$ cat config.mk
export PLATFORM = sky130hd
export DESIGN_NAME = matrix_stream_loader_flat
export DESIGN_NICKNAME = d
export VERILOG_FILES = /design/src/rtl/matrix_stream_loader_if.sv /design/src/rtl/matrix_stream_loader.sv /design/src/flat_wrapper.sv
export SDC_FILE = /design/constraint.sdc
export NUM_CORES = 1
export LEC_CHECK = 0
export ABC_AREA = 1
export CORE_AREA = 5 5 409 411
export CTS_BUF_LIST = sky130_fd_sc_hd__clkbuf_4 sky130_fd_sc_hd__clkbuf_8 sky130_fd_sc_hd__clkbuf_16
export CTS_CLUSTER_DIAMETER = 80
export DETAILED_ROUTE_END_ITERATION = 7
export DIE_AREA = 0 0 414 416
export GPL_ROUTABILITY_DRIVEN = 1
export PLACE_DENSITY = 0.56
export SLEW_MARGIN = 20
export SYNTH_ARGS = -nofsm -noshare
export SYNTH_HDL_FRONTEND = slang
export SYNTH_SLANG_ARGS = --single-unit
$ cat constraint.sdc
create_clock -name clk -period 2.6 [get_ports clk]
set_clock_uncertainty 0.05 [all_clocks]
set_input_delay 0.52 -clock clk [delete_from_list [all_inputs] [get_ports clk]]
set_output_delay 0.52 -clock clk [all_outputs]
set_load 0.01 [all_outputs]
$ cat src/rtl/matrix_stream_loader_if.sv
// Bundle of the coefficient stream, the packed A/B matrix outputs and the
// loader's state debug view. Optional framing signals are present only when
// MATRIX_LOADER_FRAME_CHECK_EN is defined.
//
// Handshake rules:
//   - A word transfers on a rising clock edge where s_valid and s_ready are
//     both 1.
//   - A/B transfer on a rising clock edge where m_valid and m_ready are both 1.
//   - s_ready and m_valid come from registers only. They never depend
//     combinationally on s_valid or m_ready.
//   - A and B are meaningful only while m_valid is 1. They hold steady until
//     the handshake completes.
interface matrix_stream_loader_if #(
   parameter int N = 32,
   parameter int P = 4
);
   logic [N-1:0]     s_data;
   logic             s_valid;
   logic             s_ready;
   logic [P*P*N-1:0] A;
   logic [P*P*N-1:0] B;
   logic             m_valid;
   logic             m_ready;
   logic [1:0]       dbg_state;
`ifdef MATRIX_LOADER_FRAME_CHECK_EN
   logic             s_last;
   logic             err_frame;
`endif

   // Loader side
   modport slave (
`ifdef MATRIX_LOADER_FRAME_CHECK_EN
      input  s_last,
      output err_frame,
`endif
      input  s_data, s_valid, m_ready,
      output s_ready, A, B, m_valid, dbg_state
   );

   // Producer/consumer side
   modport master (
`ifdef MATRIX_LOADER_FRAME_CHECK_EN
      output s_last,
      input  err_frame,
`endif
      output s_data, s_valid, m_ready,
      input  s_ready, A, B, m_valid, dbg_state
   );
endinterface

$ cat src/rtl/matrix_stream_loader.sv
// matrix_stream_loader: takes a word-serial stream of signed fixed-point
// coefficients. It packs matrix A and then matrix B, each row-major, onto flat
// P*P*N buses. It then presents the pair with m_valid until the consumer
// accepts it.
//
// Optional feature macro: MATRIX_LOADER_FRAME_CHECK_EN
//   When defined, s_last must mark the final B word of each frame. Two cases
//   are framing errors: s_last arriving early, or the final B word arriving
//   without s_last. On a framing error the word is dropped, err_frame pulses,
//   and loading restarts at A element 0.
module matrix_stream_loader #(
   parameter int N = 32,
   parameter int Q = 18,
   parameter int P = 4
) (
   input logic                    clk,
   input logic                    reset,
   matrix_stream_loader_if.slave  bus
);
   localparam int ELEMS = P * P;
   localparam int IDXW  = (ELEMS > 1) ? $clog2(ELEMS) : 1;
   localparam logic [IDXW-1:0] IDX_LAST = IDXW'(ELEMS - 1);

   // Parameter sanity: Q only describes the data, but it must still fit.
   // P*P must be a power of two so the index counter wraps on its own.
   if (Q < 0 || Q >= N) begin : g_q_check
      $error("matrix_stream_loader: Q must lie in [0, N-1]");
   end
   if ((ELEMS & (ELEMS - 1)) != 0) begin : g_p_check
      $error("matrix_stream_loader: P*P must be a power of 2");
   end

   typedef enum logic [1:0] {
      LOAD_A = 2'd0,
      LOAD_B = 2'd1,
      FULL   = 2'd2
   } state_t;

   state_t           state_q;
   logic [IDXW-1:0]  idx_q;
   logic [IDXW-1:0]  idx_d;
   logic [P*P*N-1:0] a_q;
   logic [P*P*N-1:0] b_q;
   logic             m_valid_q;
   logic             s_ready_q;
   logic             beat_d;
   logic             at_last_d;
   logic             err_d;

   assign beat_d    = bus.s_valid & s_ready_q;
   assign at_last_d = (idx_q == IDX_LAST);
   assign idx_d     = idx_q + 1'b1;

`ifdef MATRIX_LOADER_FRAME_CHECK_EN
   logic err_frame_q;

   // A frame is bad if s_last arrives on any word except the final B word,
   // or if the final B word arrives without s_last.
   assign err_d = beat_d &&
                  (((state_q == LOAD_A) && bus.s_last) ||
                   ((state_q == LOAD_B) && (bus.s_last != at_last_d)));

   // err_frame is high for exactly one cycle after each framing error.
   always_ff @(posedge clk or negedge reset) begin
      if (!reset) err_frame_q <= 1'b0;
      else        err_frame_q <= err_d;
   end

   assign bus.err_frame = err_frame_q;
`else
   assign err_d = 1'b0;
`endif

   // Loader FSM: moves the element index, writes matrix storage and drives
   // the registered handshake outputs.
   always_ff @(posedge clk or negedge reset) begin
      if (!reset) begin
         state_q   <= LOAD_A;
         idx_q     <= '0;
         a_q       <= '0;
         b_q       <= '0;
         m_valid_q <= 1'b0;
         s_ready_q <= 1'b1;
      end else begin
         case (state_q)
            LOAD_A: begin
               if (err_d) begin
                  idx_q <= '0;
               end else if (beat_d) begin
                  for (int e = 0; e < ELEMS; e++) begin
                     if (idx_q == IDXW'(e)) a_q[e*N +: N] <= bus.s_data;
                  end
                  idx_q <= idx_d;
                  if (at_last_d) state_q <= LOAD_B;
               end
            end
            LOAD_B: begin
               if (err_d) begin
                  idx_q   <= '0;
                  state_q <= LOAD_A;
               end else if (beat_d) begin
                  for (int e = 0; e < ELEMS; e++) begin
                     if (idx_q == IDXW'(e)) b_q[e*N +: N] <= bus.s_data;
                  end
                  idx_q <= idx_d;
                  if (at_last_d) begin
                     state_q   <= FULL;
                     s_ready_q <= 1'b0;
                     m_valid_q <= 1'b1;
                  end
               end
            end
            FULL: begin
               // Storage is frozen here. Incoming words are ignored.
               if (bus.m_ready) begin
                  state_q   <= LOAD_A;
                  idx_q     <= '0;
                  s_ready_q <= 1'b1;
                  m_valid_q <= 1'b0;
               end
            end
            default: begin
               state_q   <= LOAD_A;
               idx_q     <= '0;
               s_ready_q <= 1'b1;
               m_valid_q <= 1'b0;
            end
         endcase
      end
   end

   assign bus.s_ready   = s_ready_q;
   assign bus.m_valid   = m_valid_q;
   assign bus.A         = a_q;
   assign bus.B         = b_q;
   assign bus.dbg_state = state_q;
endmodule

$ cat src/flat_wrapper.sv
// flat-port wrapper written by rule: the top's interface ports become plain ports
module matrix_stream_loader_flat 
#(
   parameter int N = 32,
   parameter int Q = 18,
   parameter int P = 4
)
  (clk, reset, bus_s_data, bus_s_valid, bus_m_ready, bus_s_ready, bus_A, bus_B, bus_m_valid, bus_dbg_state);
  matrix_stream_loader_if #(.N(N), .P(P)) bus_i ();
  input logic clk;
  input logic reset;
  input wire logic [$bits(bus_i.s_data)-1:0] bus_s_data;
  input wire logic [$bits(bus_i.s_valid)-1:0] bus_s_valid;
  input wire logic [$bits(bus_i.m_ready)-1:0] bus_m_ready;
  output wire logic [$bits(bus_i.s_ready)-1:0] bus_s_ready;
  output wire logic [$bits(bus_i.A)-1:0] bus_A;
  output wire logic [$bits(bus_i.B)-1:0] bus_B;
  output wire logic [$bits(bus_i.m_valid)-1:0] bus_m_valid;
  output wire logic [$bits(bus_i.dbg_state)-1:0] bus_dbg_state;
  assign bus_i.s_data = bus_s_data;
  assign bus_i.s_valid = bus_s_valid;
  assign bus_i.m_ready = bus_m_ready;
  assign bus_s_ready = bus_i.s_ready;
  assign bus_A = bus_i.A;
  assign bus_B = bus_i.B;
  assign bus_m_valid = bus_i.m_valid;
  assign bus_dbg_state = bus_i.dbg_state;
  matrix_stream_loader #(.N(N), .Q(Q), .P(P)) u_core (.clk(clk), .reset(reset), .bus(bus_i));
endmodule
# Word-level counts from Yosys, hierarchy flattened
# Index checks and enable logic that the tools add are counted.
# totals
out_inout_bits,1028
register_bits,1032
inputBits,36
wordCells,117
# classes
bitwise_logic,2
reduce_logical,38
n_eq_ne,23
muxes,17
add_sub_neg,1
# op_table
operator,count
3-bit AND reduction,32
"4-bit equality test, second input constant",8
"4-bit by 3-bit equality test with 1-bit output, second input constant",4
2-bit 2-to-1 mux,5
"2-bit by 1-bit != test with 1-bit output, second input constant",5
"4-bit by 2-bit equality test with 1-bit output, second input constant",2
4-bit 2-to-1 mux,2
4-bit one-hot mux with 2 select lines,1
1-bit 2-to-1 mux,6
1-bit one-hot mux with 3 select lines,2
2-bit one-hot mux with 3 select lines,1
5-bit AND reduction,1
"4-bit by 1-bit adder with 4-bit output, second input constant",1
"4-bit by 1-bit equality test with 1-bit output, second input constant",1
4-bit logical NOT,1
4-bit AND reduction,1
"2-bit by 1-bit equality test with 1-bit output, second input constant",1
"2-bit equality test, second input constant",1
2-bit logical NOT,1
"2-bit != test, second input constant",1
2-bit AND reduction,1
2-bit OR reduction,1
1-bit bitwise AND,1
1-bit NOT,1

# Longest topological paths before layout
# Gate-level depths: netlist of the first run.
# logic_depth
ltp_word,4
depth_mapped,8
mapped_depth_nobuf,7

# Least setup slack after synthesis of the first run
# No wires, ideal clock.
# synth_path
path_kind,reg2reg
from,"reg u_core.s_ready_q, in the netlist u_core.bus.s_ready"
to,"reg u_core.b_q[138], in the netlist u_core.bus.B[138]"
setup_slack_ns,0.929
t_arrival_ns,1.486
required_ns,2.415
setup_time_ns,0.135
path_stages_with_launch,8
n_path_buf,2
synth_period_minus_slack_ns,1.671
cell_sequence,dfstp_2 nand2_4 nor2_8 buf_12 nand2_8 buf_2 nand2_1 o21ai_0
# synth_between
elab_chain_len,2
# synth_rtl
item,line,text
"start, declared",matrix_stream_loader.sv:45,logic s_ready_q;
"start signal, assigned",matrix_stream_loader.sv:83,s_ready_q <= 1'b1;
"start signal, assigned",matrix_stream_loader.sv:108,s_ready_q <= 1'b0;
"start signal, assigned",matrix_stream_loader.sv:118,s_ready_q <= 1'b1;
1-bit bitwise AND,matrix_stream_loader.sv:50,assign beat_d = bus.s_valid & s_ready_q;
3-bit AND reduction (no source line),n/a,
"end signal, assigned by index",matrix_stream_loader.sv:103,if (idx_q == IDXW'(e)) b_q[e*N +: N] <= bus.s_data;
"end, declared",matrix_stream_loader.sv:43,logic [P*P*N-1:0] b_q;
# Every way passes these cells.
# A chain may end at the register's enable or synchronous reset.

# Worst setup path in the final report of the first run
# layout_path
from,"reg u_core.b_q[62], in the netlist u_core.bus.B[62]"
to,out bus_B[62]
# layout_rtl
item,line,text
"end, declared",flat_wrapper.sv:17,output wire logic [$bits(bus_i.B)-1:0] bus_B;
# No word-level cell between the ends.

==> metrics.yaml, run 1 <==
outcome: "finished clean"
p_leak_nw: 23.9
worstPathArrival_ns: 1.85
cap_violations: 0
grt_busiest_layer: "met2"
ys_top_cells_by_area: "dfrtp_1 (69%), o21ai_0 (10%), nand2_1 (10%), o21ai_1 (3.2%), buf_2 (1.7%)"
h-tree-depth: 3
cts_setup_buffers: 0
crit_slowest_cell: "clkdlybuf4s50_1"
cts_inserted_buffers: 111
initial_utilization_pct: 22.9
wl_per_cell_um: 24.0
drive_gt1_share_pct: 9.19
final_cell_mix: "clkdlybuf4s50_1 (1061), nand2_1 (1039), dfrtp_1 (1031)"
fp.dieH_um: 416
finalCoreUtilization_pct: 33.5
rr_worst_depth: 7
r2r_start: "u_core.idx_q[0]"
clk_pin_slew_ns: 0.06
critPathBufInv: 1
synth_seq_cells: 1032
dp_slack_ns: 0.112
use_met2_pct: 32.0
hold_viol_final: 0
antenna_found_initial: 22
nets: 4551
worst_pin_slew_ns: 0.696
drt-initial-drc-count: 2785
syn_to_final_growth_pct: 46.4
r2r_end: "u_core.bus.B[91]"
crit_fanout: 2
syn_avg_cell_area_um2: 10.7
fin_crit_sh_pct: 92.9
max_freq_ghz: 0.414
ios: 1064
tns_ns: 0
use_met3_pct: 5.01
critPathMaxStageDelay_ns: 0.67
netlist_area_mm2: 0.0375
critPathCaptureType: "primary output"
path_class: "reg -> out"
slew_violations: 0
insertion_delay_ns: 0.69
fp.dieW_um: 414
total_power_w: 0.0338
drt-vias-per-instance: 4.34
grtUsageTotal_pct: 18.2
cp_top_family: "buffers and inverters"
row_count: 149
cts_num_sinks: 1032
min_path_type: "in -> async"
regToRegSetupSlack_ns: 0.46
grt_overflow: 0
route.vias.total: 29500
grtUsageMet1_pct: 21.7
final_cells: 6796
final_common_cell: "clkdlybuf4s50_1"
hpwl_mm: 110
cp-start-kind: "flip-flop"
setup_viol: 0
synth_top_cell_area_share_pct: 68.8
ir_worst_vdd_v: 0.000574
seq_area_frac_synth_pct: 68.9
drc: 0
dp.cells: 6586
grt_pass1_wl_mm: 228
fillers: 16700
clockBufferDepth: 3
dieArea_mm2: 0.172
gp_congestion: 0.802
drt-total-wl_mm: 163
cts-root-buf: "clkbuf_16"
fp.coreArea_mm2: 0.164
required_ns: 2.03
fin_crit_ns: 2.42
yosysWarnings: 0
cts_tree: "built"
relSlewSlack_pct: 53.6
grt_max_degree: 73
path_depth: 1
drt_pre_antenna_iters: 5
yosysTopAreaCell: "dfrtp_1"
syn_nets: 3546
drtAntennaViolNets: 0
syn-instance-count: 3506
portBuffers: 1063
crit_chain: "clkdlybuf4s50_1"
synth.distinct_cells: 27
grt_pass1_vias: 29000
setup_ws_ns: 0.185
pwr_density_cell_mw_per_mm2: 615
grt_setup_unrepaired: "false"
[worst max path at each step]
stage	start	end	slack, ns
after global placement	bus_s_valid	u_core.bus.B[197]	0.15
after global routing	u_core.bus.B[37]	bus_B[37]	0.11
after detailed placement	bus_s_valid	u_core.bus.B[197]	0.11
after CTS	u_core.bus.B[37]	bus_B[37]	0.09
after floorplan	u_core.bus.s_ready	u_core.bus.B[138]	0.93
final	u_core.bus.B[62]	bus_B[62]	0.18
[stage by stage]
stage / hold WS, ns / cell area [um^2]
2_1_floorplan: 0.174 / 37500
3_3_place_gp: 0.414 / 51000
3_5_place_dp: 0.417 / 51000
4_1_cts: 0.315 / 54900
5_1_grt: 0.359 / 54900
6_report: 0.386 / 54900
[cells by family (layout without fill, tap and decap cells)]
family | count (synthesis) | in the layout | share of synthesized area, %
AOI/OAI and AO/OA | 1030 | 1030 | 13.8
other | 0 | 5 | 0
and+or+nand+nor | 1104 | 1104 | 12.2
DFF | 1032 | 1032 | 68.9
adders and majority gates | 4 | 4 | 0.133
buffers and inverters | 336 | 1432 | 4.93
[cells in the mapped netlist (all sizes together)]
library cell,instances
dfstp,1
nand4,1
o21ai,1029
nand3,2
buf,179
inv,44
nand3b,2
a21boi,1
nor3,1
clkbuf,113
nor2,20
nand2,1078
dfrtp,1031
ha,4
[report_power, final]
group	internal, W	switching (W)	total (W)
combinational	0.000222	0.000935	0.00116
clock	0.00972	0.00682	0.0165
sequential	0.0161	0	0.0161
total	0.0260	0.00776	0.0338
[layer usage]
layer / up-vias / share of wire [%]
li1: 13500 / -
met1: 14600 / 39
met2: 1163 / 50
met3: 220 / 7.8
met4: 0 / 2.9
met5: - / 0
[final cells by class]
| type | count | area [um^2] | share of cell area (%) |
|---|---|---|---|
| flip-flops and latches | 1032 | 25800 | 47.1 |
| repair buffers | 1184 | 12400 | 22.7 |
| multi-input cells | 2138 | 9840 | 17.9 |
| clock buffers | 171 | 3400 | 6.20 |
| well taps | 2189 | 2740 | 4.99 |
| clock inverters | 33 | 454 | 0.828 |
| inverters | 44 | 165 | 0.301 |
| diodes | 5 | 12.5 | 0.0228 |
[flip-flops by register name, indices dropped and copies added (netlist names)]
register              flops
u_core.bus.m_valid        1
u_core.bus.s_ready        1
u_core.idx_q              4
u_core.bus.B            512
u_core.bus.A            512
u_core.bus.dbg_state      2
[repair_timing]
item,in CTS,in global routing
gates resized for setup,1,0
hold buffers,1,0
endpoints found under the setup margin,1,0
hold endpoints to repair,12,0
(Power assumes the default switching activity.)
==> run 2, diff against run 1 <==
--- a/config.mk
+++ b/config.mk
@@ -11,7 +11,6 @@
 export CTS_CLUSTER_DIAMETER = 80
 export DETAILED_ROUTE_END_ITERATION = 7
 export DIE_AREA = 0 0 414 416
-export GPL_ROUTABILITY_DRIVEN = 1
 export PLACE_DENSITY = 0.56
 export SLEW_MARGIN = 20
 export SYNTH_ARGS = -nofsm -noshare
==> results of run 2 <==
No change in the layout: final DEF, timing and power equal those of run 1.
